`src/rtl/axi_rd_arb.sv`:
```
// rtl/axi_rd_arb.sv - round-robin sharing of one AXI read port among NUM_REQ requesters
// Winner index rides in the upper ARID bits; R beats are steered back by those same bits.
module axi_rd_arb #(
    parameter int NUM_REQ    = 4,
    parameter int IDX_W      = 2,
    parameter int ID_W       = 4,
    parameter int ADDR_W     = 32,
    parameter int DATA_W     = 32,
    parameter int LEN_W      = 8,
    parameter int SIZE_W     = 3,
    parameter int BURST_W    = 2,
    parameter int RESP_W     = 2,
    parameter int MAX_OUTSTD = 4
) (
    input  logic                         clk,
    input  logic                         rst_n,

    input  logic [NUM_REQ*ID_W-1:0]      s_arid,
    input  logic [NUM_REQ*ADDR_W-1:0]    s_araddr,
    input  logic [NUM_REQ*LEN_W-1:0]     s_arlen,
    input  logic [NUM_REQ*SIZE_W-1:0]    s_arsize,
    input  logic [NUM_REQ*BURST_W-1:0]   s_arburst,
    input  logic [NUM_REQ-1:0]           s_arvalid,
    output logic [NUM_REQ-1:0]           s_arready,

    output logic [ID_W-1:0]              s_rid,
    output logic [DATA_W-1:0]            s_rdata,
    output logic [RESP_W-1:0]            s_rresp,
    output logic                         s_rlast,
    output logic [NUM_REQ-1:0]           s_rvalid,
    input  logic [NUM_REQ-1:0]           s_rready,

    output logic [IDX_W+ID_W-1:0]        m_arid,
    output logic [ADDR_W-1:0]            m_araddr,
    output logic [LEN_W-1:0]             m_arlen,
    output logic [SIZE_W-1:0]            m_arsize,
    output logic [BURST_W-1:0]           m_arburst,
    output logic                         m_arvalid,
    input  logic                         m_arready,

    input  logic [IDX_W+ID_W-1:0]        m_rid,
    input  logic [DATA_W-1:0]            m_rdata,
    input  logic [RESP_W-1:0]            m_rresp,
    input  logic                         m_rlast,
    input  logic                         m_rvalid,
    output logic                         m_rready,

    output logic                         rd_route_err
);

    localparam int CNT_W = $clog2(MAX_OUTSTD + 1);
    localparam logic [CNT_W-1:0] CNT_MAX = CNT_W'(MAX_OUTSTD);
    localparam logic [IDX_W:0]   NREQ_X  = (IDX_W+1)'(NUM_REQ);

    typedef enum logic {IDLE, GRANT} state_t;

    state_t             state;
    logic [IDX_W-1:0]   grant_idx;
    logic [IDX_W-1:0]   rr_last;
    logic [IDX_W-1:0]   next_idx;
    logic               next_found;
    logic [IDX_W:0]     scan_pos;
    logic [NUM_REQ-1:0] eligible;
    logic [CNT_W-1:0]   cnt [NUM_REQ];
    logic [NUM_REQ-1:0] cnt_inc;
    logic [NUM_REQ-1:0] cnt_dec;

    logic [IDX_W-1:0]   r_idx;
    logic               r_idx_ok;
    logic               r_last_hs;

    always_comb begin
        for (int i = 0; i < NUM_REQ; i++) begin
            eligible[i] = s_arvalid[i] && (cnt[i] < CNT_MAX);
        end
    end

    // Scan rr_last+1, rr_last+2, ... wrapping at NUM_REQ; first eligible wins.
    always_comb begin
        next_found = 1'b0;
        next_idx   = '0;
        scan_pos   = '0;
        for (int k = 1; k <= NUM_REQ; k++) begin
            scan_pos = {1'b0, rr_last} + (IDX_W+1)'(k);
            if (scan_pos >= NREQ_X) begin
                scan_pos = scan_pos - NREQ_X;
            end
            if (!next_found && eligible[scan_pos[IDX_W-1:0]]) begin
                next_found = 1'b1;
                next_idx   = scan_pos[IDX_W-1:0];
            end
        end
    end

    always_ff @(posedge clk) begin
        if (!rst_n) begin
            state     <= IDLE;
            grant_idx <= '0;
            rr_last   <= IDX_W'(NUM_REQ - 1);
            m_arvalid <= 1'b0;
        end else begin
            case (state)
                IDLE: begin
                    if (next_found) begin
                        grant_idx <= next_idx;
                        state     <= GRANT;
                        m_arvalid <= 1'b1;
                    end
                end
                GRANT: begin
                    if (m_arready) begin
                        rr_last   <= grant_idx;
                        state     <= IDLE;
                        m_arvalid <= 1'b0;
                    end
                end
                default: begin
                    state     <= IDLE;
                    m_arvalid <= 1'b0;
                end
            endcase
        end
    end

    always_comb begin
        m_arid    = '0;
        m_araddr  = '0;
        m_arlen   = '0;
        m_arsize  = '0;
        m_arburst = '0;
        for (int i = 0; i < NUM_REQ; i++) begin
            if (grant_idx == IDX_W'(i)) begin
                m_arid    = {grant_idx, s_arid[i*ID_W +: ID_W]};
                m_araddr  = s_araddr[i*ADDR_W +: ADDR_W];
                m_arlen   = s_arlen[i*LEN_W +: LEN_W];
                m_arsize  = s_arsize[i*SIZE_W +: SIZE_W];
                m_arburst = s_arburst[i*BURST_W +: BURST_W];
            end
        end
    end

    always_comb begin
        for (int i = 0; i < NUM_REQ; i++) begin
            s_arready[i] = m_arvalid && m_arready && (grant_idx == IDX_W'(i));
        end
    end

    assign r_idx    = m_rid[IDX_W+ID_W-1:ID_W];
    assign r_idx_ok = ({1'b0, r_idx} < NREQ_X);
    assign s_rid    = m_rid[ID_W-1:0];
    assign s_rdata  = m_rdata;
    assign s_rresp  = m_rresp;
    assign s_rlast  = m_rlast;

    // Beats carrying an index with no requester behind it are sunk (ready=1).
    always_comb begin
        m_rready = 1'b1;
        for (int i = 0; i < NUM_REQ; i++) begin
            s_rvalid[i] = m_rvalid && (r_idx == IDX_W'(i));
            if (r_idx == IDX_W'(i)) begin
                m_rready = s_rready[i];
            end
        end
    end

    assign r_last_hs = m_rvalid && m_rready && m_rlast && r_idx_ok;

    always_comb begin
        for (int i = 0; i < NUM_REQ; i++) begin
            cnt_inc[i] = m_arvalid && m_arready && (grant_idx == IDX_W'(i));
            cnt_dec[i] = r_last_hs && (r_idx == IDX_W'(i));
        end
    end

    always_ff @(posedge clk) begin
        if (!rst_n) begin
            for (int i = 0; i < NUM_REQ; i++) begin
                cnt[i] <= '0;
            end
        end else begin
            for (int i = 0; i < NUM_REQ; i++) begin
                if (cnt_inc[i] && !cnt_dec[i]) begin
                    if (cnt[i] != CNT_MAX) begin
                        cnt[i] <= cnt[i] + 1'b1;
                    end
                end else if (cnt_dec[i] && !cnt_inc[i]) begin
                    if (cnt[i] != '0) begin
                        cnt[i] <= cnt[i] - 1'b1;
                    end
                end
            end
        end
    end

    always_ff @(posedge clk) begin
        if (!rst_n) begin
            rd_route_err <= 1'b0;
        end else begin
            rd_route_err <= m_rvalid && !r_idx_ok;
        end
    end

endmodule

```
`config.mk`:
```
export PLATFORM = sky130hd
export DESIGN_NAME = axi_rd_arb
export DESIGN_NICKNAME = d
export VERILOG_FILES = /design/src/rtl/axi_rd_arb.sv
export SDC_FILE = /design/constraint.sdc
export NUM_CORES = 1
export LEC_CHECK = 0
export CAP_MARGIN = 20
export CORE_AREA = 2 2 135 137
export DETAILED_ROUTE_END_ITERATION = 7
export DIE_AREA = 0 0 137 139
export PLACE_DENSITY = 0.54
export SKIP_CTS_REPAIR_TIMING = 1
export SKIP_LAST_GASP = 1
export SLEW_MARGIN = 10
export SYNTH_ARGS = -nofsm -noshare
export SYNTH_HDL_FRONTEND = slang
export SYNTH_SLANG_ARGS = --single-unit
```
`constraint.sdc`:
```
create_clock -name clk -period 5.7 [get_ports clk]
set_input_delay 1.14 -clock clk [delete_from_list [all_inputs] [get_ports clk]]
set_output_delay 1.14 -clock clk [all_outputs]
set_load 0.005 [all_outputs]
```
==> results of run 1 <==
-- flip-flops by register name (all words and copies together) (netlist names) --
signal,flops
cnt,12
grant_idx,2
rr_last,2
m_arvalid,1
state,1
-- logic make-up after synthesis --
group / count (synthesis)
flip-flops: 18
multiplexers: 51
buffers and inverters: 71
XOR/XNOR: 3
AO/OA/AOI/OAI: 29
adder cells (fa/ha/maj): 6
other: 1
AND/OR/NAND/NOR: 71
-- area by class of cell --
class                           instances  area (sq um)  area share, %
Timing Repair Buffer                  274          2760           49.9
Multi-Input combinational cell        161          1860           33.6
Sequential cell                        18           485           8.78
Tap cell                              229           287           5.18
Clock buffer                            4          88.8           1.61
Inverter                               13          48.8          0.882
Antenna cell                            3          7.51          0.136
-- stage by stage --
| stage | area [sq um] | std cells | power, uW |
|---|---|---|---|
| after floorplan | 2770 | 250 | 365 |
| final | 5530 | 702 | 815 |
| after CTS | 5500 | 698 | 819 |
| after global routing | 5530 | 701 | 859 |
| after detailed placement | 5410 | 694 | 663 |
| after global placement | 5410 | 694 | 662 |
-- power by group through the flow --
stage,sequential (uW),clock (uW),combinational (uW)
after floorplan,156,0,209
after global placement,198,0,464
after detailed placement,198,0,465
after CTS,196,156,467
after global routing,181,162,516
final,177,154,485
-- cells in the final DEF, fill, tap and decap left out, types with 2 or more instances in the layout --
cell type,synthesis,routed
a21oi_1,8,8
diode_2,0,3
and2_1,4,4
clkdlybuf4s50_1,0,272
nand4_1,4,4
a31oi_1,4,4
o21ai_0,6,6
nand3b_1,2,2
and3_1,2,2
nor2b_1,6,6
edfxtp_1,12,12
o211ai_1,2,2
nor4_1,2,2
inv_1,13,13
a32oi_2,3,3
xnor2_1,3,3
dfxtp_1,6,4
nor3_1,6,6
clkbuf_16,0,3
nand2b_1,3,3
fa_1,3,3
ha_1,3,3
nor2_1,11,11
nand3_1,10,10
mux4_2,50,50
nand2_1,14,14
-- per-layer routing --
metal | GRT usage [%] | vias to the layer above
li1 | - | 1378
met1 | 18.7 | 1577
met2 | 27.5 | 172
met3 | 5.37 | 16
met4 | 2.33 | 0
met5 | 0 | -
-- worst max-delay path, stage by stage --
cell and delay, ps:
clkdlybuf4s50_1 600, mux4_2 590, clkdlybuf4s50_1 480
-- how the worst min path moves through the flow --
stage               start     to  slack [ps]  cells after the start
CTS                 state  state         530                      2
global placement    state  state         500                      2
detailed placement  state  state         520                      2
finish              state  state         530                      2
global route        state  state         560                      2
floorplan           state  state         470                      2
==> summary.txt, run 1 <==
Outcome
  – Outcome: completed

Setup path
  – Crit path capture type: primary output
  – Worst setup path endpoint: m_rready
  – Critical R2R Capture: cnt[0][2]
  – CP max FO: 7
  – Reg2Reg Depth: 7
  – Startpoint types: primary input
  – Worst path required time: between 4000 and 5000 ps
  – Worst EP arrival: 2810 ps
  – Critical setup path kind: in2out
  – CP startpoint: m_rid[4]
  – Worst reg2reg startpoint: grant_idx[1]
  – R2R Setup Slk: approximately 2900 ps

Power
  – Gate power share: 59.5%
  – IR drop worst, VDD: roughly 110 uV
  – Power Dens Cells: 147 nW/um^2
  – Clk pwr share: 18.9%
  – Sw frac: 27.3%
  – Sw power: ~220 uW
  – Flop pwr share: between 20% and 30%
  – Leakage: about 0.0019 uW
  – P_int: a little under 600 uW

Yosys
  – Synth area leaders: mux4_2 (41%), edfxtp_1 (13%), buf_4 (11%)
  – Compound-cell area share of the yosys netlist: under 10%
  – Register area share after synthesis: ~17%
  – Synthesized area per cell: around 11 sq um
  – Post-synth ARST share: 0%
  – Post-synth EDFFs: 12
  – Post-synth top cells: mux4_2 (50), buf_4 (40), nand2_1 (14), inv_1 (13), edfxtp_1 (12)
  – Syn nets: roughly 510
  – Ys flop type: edfxtp_1
  – Simple-gate share of the synthesized area: 13.8%
  – Area leader, netlist: mux4_2
  – Post-Synth XOR/XNOR Area: less than 1%
  – Main combinational cell family by area after synthesis: multiplexers
  – Distinct cells, synth: 43
  – Post-synthesis mux area share: 41.0%
  – Yosys warns: 0
  – Post-Syn Instances: between 200 and 300
  – Count leader, synth: mux4_2
  – Synthesized flop and latch total: 18
  – Yosys top cell area share: around two fifths
  – Post-Synth Adder-Cell Area: ~3.5%
  – Cell Area, Synth: roughly 2800 sq um

Clock tree
  – Clk slew on worst S/H paths: 50 ps
  – Clock root buffer: clkbuf_16
  – Htree depth: 1
  – Longest Clk Path Bufs: 2
  – Cts bufs inserted: 3
  – CTS tree: built
  – Worst skew pair latency: approximately 250 ps
  – Clock sinks: 18

Floorplanning
  – Placeable Area: between 15000 and 20000 sq um
  – Row count: 49
  – Die height: between 100 and 150 microns
  – Boundary Pins: 350
  – Die W: ~140 microns
  – Die ar.: roughly 19000 sq um
  – Starting Density: 15.7%

Timing
  – Final period utilization: 69.3%
  – Setup ws final: around 1700 ps
  – Hold WS: 533 ps
  – Slew Viols, Final: 0
  – Min cycle time layout: a little under 4000 ps
  – RSZ-0062 raised after global routing: false
  – Clock Skew: around 1.3 ps
  – Final Setup Violations: 0
  – Setup TNS: 0 ps
  – Pin slew with the least headroom to its limit: about 940 ps
  – Highest Clock Rate: 253 MHz
  – Max transition margin: between 30% and 40%
  – Hold Fails Final Rpt: 0

Global routing
  – First-pass GRT wire length: 21700 microns
  – Number of global-route vias before repair: around 3300
  – Pin count of the biggest net entering global routing: between 50 and 60
  – Total grt overflow: 0
  – Initial antenna violation count: 2
  – GR Util All Layers: approximately 16%

Placed design
  – Placed wire-length estimate: about 14000 microns
  – Number of port buffers: roughly 270
  – Worst slack, placed: 1750 ps
  – Gp weighted congestion: around 1.0

Drt
  – Vias/cell: about 4.5
  – DRC Markers: 0
  – M1 WL: 6130 microns
  – Final WL: 16000 microns
  – 1st-pass router iterations: 4
  – Wire per inst: around 23 microns
  – Met3 Wirelength: between 1500 and 2000 microns
  – Top Layer Used: met4
  – Vias: between 3000 and 4000
  – Drt initial violations: approximately 170
  – Antenna-violating nets left: 0
  – DR WL met2: roughly 7800 microns

Job
  – Max-cap violation count: 0

Finish
  – # fillers: between 1500 and 2000
  – Final core occ: 31.3%
  – Nets@finish: 726
  – Area Growth Syn to Fin: 99.7%
  – Layout cells sized above 1: a little over an eighth

Worst hold path
  – Min-delay worst type: reg2reg
Note: power is estimated with default switching activity, not from simulation.
==> run 2: changes to the inputs <==
--- a/config.mk
+++ b/config.mk
@@ -6,10 +6,10 @@
 export NUM_CORES = 1
 export LEC_CHECK = 0
 export CAP_MARGIN = 20
-export CORE_AREA = 2 2 135 137
+export CORE_AREA = 2 2 136 138
 export DETAILED_ROUTE_END_ITERATION = 7
-export DIE_AREA = 0 0 137 139
-export PLACE_DENSITY = 0.54
+export DIE_AREA = 0 0 138 140
+export PLACE_DENSITY = 0.55
 export SKIP_CTS_REPAIR_TIMING = 1
 export SKIP_LAST_GASP = 1
 export SLEW_MARGIN = 10
==> constraint.sdc (replaced) <==
create_clock -name clk -period 3.4 [get_ports clk]
set_input_delay 0.68 -clock clk [delete_from_list [all_inputs] [get_ports clk]]
set_output_delay 0.68 -clock clk [all_outputs]
set_load 0.005 [all_outputs]
==> summary.txt, run 2 (synthesis results as in run 1) <==
Placed design
  – Number of port buffers: 272 (unchanged)
  – Gp weighted congestion: 0.974 (-6.4%)
  – Worst slack, placed: 313 ps (-1440 ps)
  – Placed wire-length estimate: 14800 microns (+5.2%)

Timing
  – Slew Viols, Final: 0 (unchanged)
  – Clock Skew: 1.18 ps (-0.122 ps)
  – Final period utilization: between 80% and 90%
  – Highest Clock Rate: 328 MHz
  – Setup TNS: 0 ps (unchanged)
  – Min cycle time layout: roughly 3000 ps
  – RSZ-0062 raised after global routing: false
  – Hold Fails Final Rpt: 0 (unchanged)
  – Setup ws final: 352 ps (-1400 ps)
  – Final Setup Violations: 0 (unchanged)

Finish
  – Area Growth Syn to Fin: 101%
  – Commonest non-fill, non-tap cell in the layout: clkdlybuf4s50_1
  – Storage element area: 485 sq um (unchanged)
  – Largest regs: cnt x12, grant_idx x2, rr_last x2
  – Layout cells sized above 1: 14.1% (+0.73 points)
  – Max reg flops: 12 (unchanged)
  – Nets@finish: 730 (+0.55%)
  – Top reg by flops: cnt
  – Final core occ: 31.4% (+0.051 points)
  – Leading cell types in the layout, fill and taps excluded: clkdlybuf4s50_1 (272), mux4_2 (50), nand2_1 (14)
  – # fillers: 1782 (-0.22%)
  – Area of the multi-input gates: 1860 sq um (unchanged)

Clock tree
  – Htree depth: 1 (unchanged)
  – Cts bufs inserted: 3 (unchanged)
  – Longest Clk Path Bufs: 2 (unchanged)
  – Worst skew pair latency: 250 ps (about the same)
  – CTS tree: built
  – Clk slew on worst S/H paths: 50 ps (about the same)
  – Clock sinks: 18 (unchanged)
  – Clock root buffer: clkbuf_16

Global routing
  – Pin count of the biggest net entering global routing: 42 (-28%)
  – GR Util All Layers: 16.2% (+0.50 points)
  – First-pass GRT wire length: 23200 microns (+6.8%)
  – Total grt overflow: 0 (unchanged)
  – Initial antenna violation count: 11 (+9)
  – Number of global-route vias before repair: 3391 (+2.3%)

Drt
  – Drt initial violations: 110 (-34%)
  – DRC Markers: 0 (unchanged)
  – Vias: 3132 (-0.35%)
  – Antenna-violating nets left: 0 (unchanged)
  – 1st-pass router iterations: 4 (unchanged)
  – Vias/cell: 4.41 (-1.6%)
  – Final WL: 16400 microns (+2.4%)
  – Wire per inst: 23.0 microns (+1.1%)

Setup path
  – CP most frequent cell: clkdlybuf4s50_1
  – CP Cell Sequence: clkdlybuf4s50_1 > mux4_2 > clkdlybuf4s50_1
  – Critical R2R Capture: cnt[0][2]
  – Worst path required time: 2720 ps (-1840 ps)
  – Worst EP arrival: 2370 ps (-440 ps)
  – Crit path capture type: primary output
  – Critical setup path kind: in2out
  – Worst reg2reg startpoint: grant_idx[0]
  – Critical-path top delay cell: clkdlybuf4s50_1
  – Startpoint types: primary input
  – Reg2Reg Depth: 7 (unchanged)
  – Max incr delay on CP: 610 ps (about the same)
  – R2R Setup Slk: 950 ps (-1920 ps)
  – CP max FO: 7 (unchanged)

Outcome
  – Outcome: completed

Power
  – Leakage: 0.00191 uW (+1.1%)
  – Power Dens Cells: 246 nW/um^2 (+67%)
  – IR drop worst, VDD: 178 uV (+62%)

Floorplanning
  – Die height: 140 microns (+0.72%)
  – Die W: 138 microns (+0.73%)
  – Boundary Pins: 350 (unchanged)
  – Row count: 49 (unchanged)
  – Starting Density: 15.6% (-0.11 points)
  – Placeable Area: 17800 sq um (+0.69%)
  – Die ar.: 19300 sq um (+1.5%)

Worst hold path
  – Hold path depth: 2 (unchanged)
  – Min-delay worst type: reg2reg
  – Hold EP: state
  – Hold wc startpoint: state

Job
  – Max-cap violation count: 0 (unchanged)
## run 2: cell types whose count changed in the layout (fill, tap and decap cells not counted)
| cell | change |
|---|---|
| buf_16 | -1 |
| diode_2 | +5 |
| buf_4 | +3 |
| buf_12 | +2 |
## run 2: metrics by stage
| stage | cells | area (sq um) | hold slack (ps) | power (uW) |
|---|---|---|---|---|
| after floorplan | 250 | 2770 | 471 | 612 |
| after global placement | 699 | 5470 | 496 | 1120 |
| after detailed placement | 699 | 5470 | 514 | 1120 |
| after CTS | 703 | 5560 | 521 | 1390 |
| after global routing | 707 | 5570 | 554 | 1440 |
| final | 711 | 5580 | 519 | 1370 |
## run 2: worst max-delay path by stage
stage                     startpoint   endpoint  cells past startpoint
after CTS                   m_rid[4]   m_rready                      3
after global routing        m_rid[4]   m_rready                      3
after floorplan             m_rid[4]  cnt[0][2]                      8
after global placement      m_rid[4]  cnt[0][2]                      8
final                       m_rid[4]   m_rready                      3
after detailed placement    m_rid[4]  cnt[0][2]                      8
## run 2: routing by layer
layer | vias up | global-route usage [%] | wire (microns)
met2 | 211 | 25.7 | 7480
met5 | - | 3.01 | 0
li1 | 1400 | - | -
met1 | 1503 | 20.2 | 6800
met3 | 18 | 6.77 | 1800
met4 | 0 | 3.76 | 282
## run 2: critical path, delay by kind of cell
family | cells | cell delay, ps
buffers and inverters | 2 | 1090
muxes | 1 | 600
## run 2: layout make-up
type,count,area share [%]
Antenna cell,8,0.359
Clock buffer,4,1.59
Inverter,13,0.875
Multi-Input combinational cell,161,33.3
Sequential cell,18,8.70
Tap cell,229,5.14
Timing Repair Buffer,278,50.1
## run 2: power by group
group,switching [uW],leakage (uW),internal (uW)
Clock,82.0,0.0000442,179
Sequential,38.1,0.000175,249
Combinational,251,0.00169,571
==> run 3: changes to the inputs <==
--- a/config.mk
+++ b/config.mk
@@ -9,7 +9,7 @@
 export CORE_AREA = 2 2 136 138
 export DETAILED_ROUTE_END_ITERATION = 7
 export DIE_AREA = 0 0 138 140
-export PLACE_DENSITY = 0.55
+export PLACE_DENSITY = 0.53
 export SKIP_CTS_REPAIR_TIMING = 1
 export SKIP_LAST_GASP = 1
 export SLEW_MARGIN = 10
==> constraint.sdc (replaced) <==
create_clock -name clk -period 2.9 [get_ports clk]
set_input_delay 0.58 -clock clk [delete_from_list [all_inputs] [get_ports clk]]
set_output_delay 0.58 -clock clk [all_outputs]
set_load 0.005 [all_outputs]
==> summary.txt, run 3 (synthesis results as in run 1) <==
Floorplanning
  – Boundary Pins: 350 (unchanged)
  – Row count: 49 (unchanged)
  – Die height: 140 microns (unchanged)
  – Starting Density: 15.6% (unchanged)
  – Die ar.: 19300 sq um (unchanged)
  – Placeable Area: 17800 sq um (unchanged)
  – Die W: 138 microns (unchanged)

Clock tree
  – Longest Clk Path Bufs: 2 (unchanged)
  – Clock root buffer: clkbuf_16
  – Worst skew pair latency: 250 ps (about the same)
  – Clock sinks: 18 (unchanged)
  – Htree depth: 1 (unchanged)
  – Clk slew on worst S/H paths: 50 ps (about the same)
  – CTS tree: built
  – Cts bufs inserted: 3 (unchanged)

Setup path
  – Crit path buffers/inverters: 2 (unchanged)
  – Reg2Reg Depth: 7 (unchanged)
  – CP Cell Sequence: clkdlybuf4s50_1 > mux4_2 > clkdlybuf4s50_1
  – Worst EP arrival: 2180 ps (-190 ps)
  – Worst path required time: 2320 ps (-400 ps)
  – Worst reg2reg startpoint: grant_idx[0]
  – Crit path capture type: primary output
  – CP max FO: 5 (-2)
  – Critical path's top delay family: buffers and inverters
  – Critical setup path kind: in2out
  – Startpoint types: primary input
  – R2R Setup Slk: 670 ps (-280 ps)
  – Critical-path top delay cell: mux4_2
  – CP startpoint: m_rid[4]
  – Worst setup path endpoint: m_rready
  – Critical Path Stages: 3 (unchanged)
  – Critical R2R Capture: cnt[0][2]
  – CP most frequent cell: clkdlybuf4s50_1
  – Max incr delay on CP: 580 ps (-30 ps)

Drt
  – Vias/cell: 4.41 (+0.17%)
  – DRC Markers: 0 (unchanged)
  – 1st-pass router iterations: 6 (+2)
  – Drt initial violations: 210 (+91%)
  – Wire per inst: 22.0 microns (-4.6%)
  – Antenna-violating nets left: 0 (unchanged)
  – Final WL: 15700 microns (-4.3%)
  – Vias: 3146 (+0.45%)

Power
  – Flop pwr share: 19.8% (-1.2 points)
  – IR drop worst, VDD: 186 uV (+4.6%)
  – Power Dens Cells: 290 nW/um^2 (+18%)
  – Leakage: 0.00195 uW (+2.2%)
  – Sw frac: 27.6% (+0.53 points)
  – P_int: 1180 uW (+18%)
  – Sw power: 450 uW (+21%)
  – Gate power share: 61.2% (+1.2 points)
  – Clk pwr share: 19.0% (about the same)

Finish
  – Layout cells sized above 1: 15.6% (+1.4 points)
  – Top reg by flops: cnt
  – Largest regs: cnt x12, grant_idx x2, rr_last x2
  – Leading cell types in the layout, fill and taps excluded: clkdlybuf4s50_1 (272), mux4_2 (50), nand2_1 (14)
  – Area Growth Syn to Fin: 103%
  – Nets@finish: 738 (+1.1%)
  – Commonest non-fill, non-tap cell in the layout: clkdlybuf4s50_1
  – Final cell count without fillers: 713 (+0.28%)
  – Max reg flops: 12 (unchanged)
  – Final core occ: 31.6% (+0.25 points)

Placed design
  – Number of port buffers: 272 (unchanged)
  – Cells after DPL: 707 (+1.1%)
  – Placed wire-length estimate: 14100 microns (-4.3%)
  – Gp weighted congestion: 0.986 (+1.3%)

Timing
  – Final Setup Violations: 0 (unchanged)
  – Hold Fails Final Rpt: 0 (unchanged)
  – Clock Skew: 6.54 ps (+5.36 ps)
  – RSZ-0062 raised after global routing: false
  – Min cycle time layout: 2760 ps
  – Slew Viols, Final: 0 (unchanged)
  – Final period utilization: between 90% and 100%
  – Highest Clock Rate: approximately 360 MHz
  – Setup TNS: 0 ps (unchanged)

Job
  – Max-cap violation count: 0 (unchanged)

Global routing
  – First-pass GRT wire length: 22900 microns (-1.2%)
  – GR Util All Layers: 15.7% (-0.46 points)
  – Number of global-route vias before repair: 3381 (-0.29%)
  – Pin count of the biggest net entering global routing: 32 (-24%)
  – Initial antenna violation count: 6 (-5)
  – Total grt overflow: 0 (unchanged)

Outcome
  – Outcome: completed

Worst hold path
  – Hold wc startpoint: state
  – Min-delay worst type: reg2reg
==> run 3: cell types whose count changed in the layout (fill, tap and decap cells not counted) <==
cell	before	now
buf_4	4	12
diode_2	8	2
==> run 3: worst min-delay path by stage <==
stage | endpoint | slack [ps] | cells past startpoint
finish | state | 500 | 2
global route | state | 530 | 2
CTS | state | 510 | 2
detailed placement | state | 500 | 2
global placement | state | 500 | 2
floorplan | state | 470 | 2
==> run 3: through the flow <==
step           hold slack, ps  instance area, sq um  worst slack, ps  total power (uW)
6_report                  502                  5620              138              1630
5_1_grt                   533                  5620             87.5              1710
4_1_cts                   508                  5620              142              1650
3_5_place_dp              501                  5530             46.7              1340
3_3_place_gp              502                  5530              105              1330
2_1_floorplan             471                  2770              679               718
==> run 3: tightest hold or removal path, cell delays in order (launching register included) <==
cell and delay (ps):
dfxtp_1 320, inv_1 70, a21oi_1 60
==> run 3: per-layer routing <==
| layer | global-route usage (%) | share of wire [%] | vias to the layer above |
|---|---|---|---|
| met2 | 26.3 | 48 | 195 |
| met3 | 5.47 | 11 | 10 |
| li1 | - | - | 1405 |
| met4 | 1.07 | 0.43 | 0 |
| met1 | 20.6 | 41 | 1536 |
| met5 | 0 | 0 | - |
==> run 3: cell type report <==
class                      instances  area (sq um)
multi-input combinational        161          1860
fill                            1810         12200
timing repair buffer             286          2850
sequential                        18           485
inverter                          13          48.8
tap                              229           287
clock buffer                       4          88.8
antenna                            2          5.00
==> run 3: power groups by stage <==
stage               sequential [uW]  combinational [uW]  clock [uW]
global placement                328                 998           0
global route                    327                1060         321
floorplan                       307                 411           0
finish                          322                 998         309
CTS                             323                1010         312
detailed placement              329                1010           0
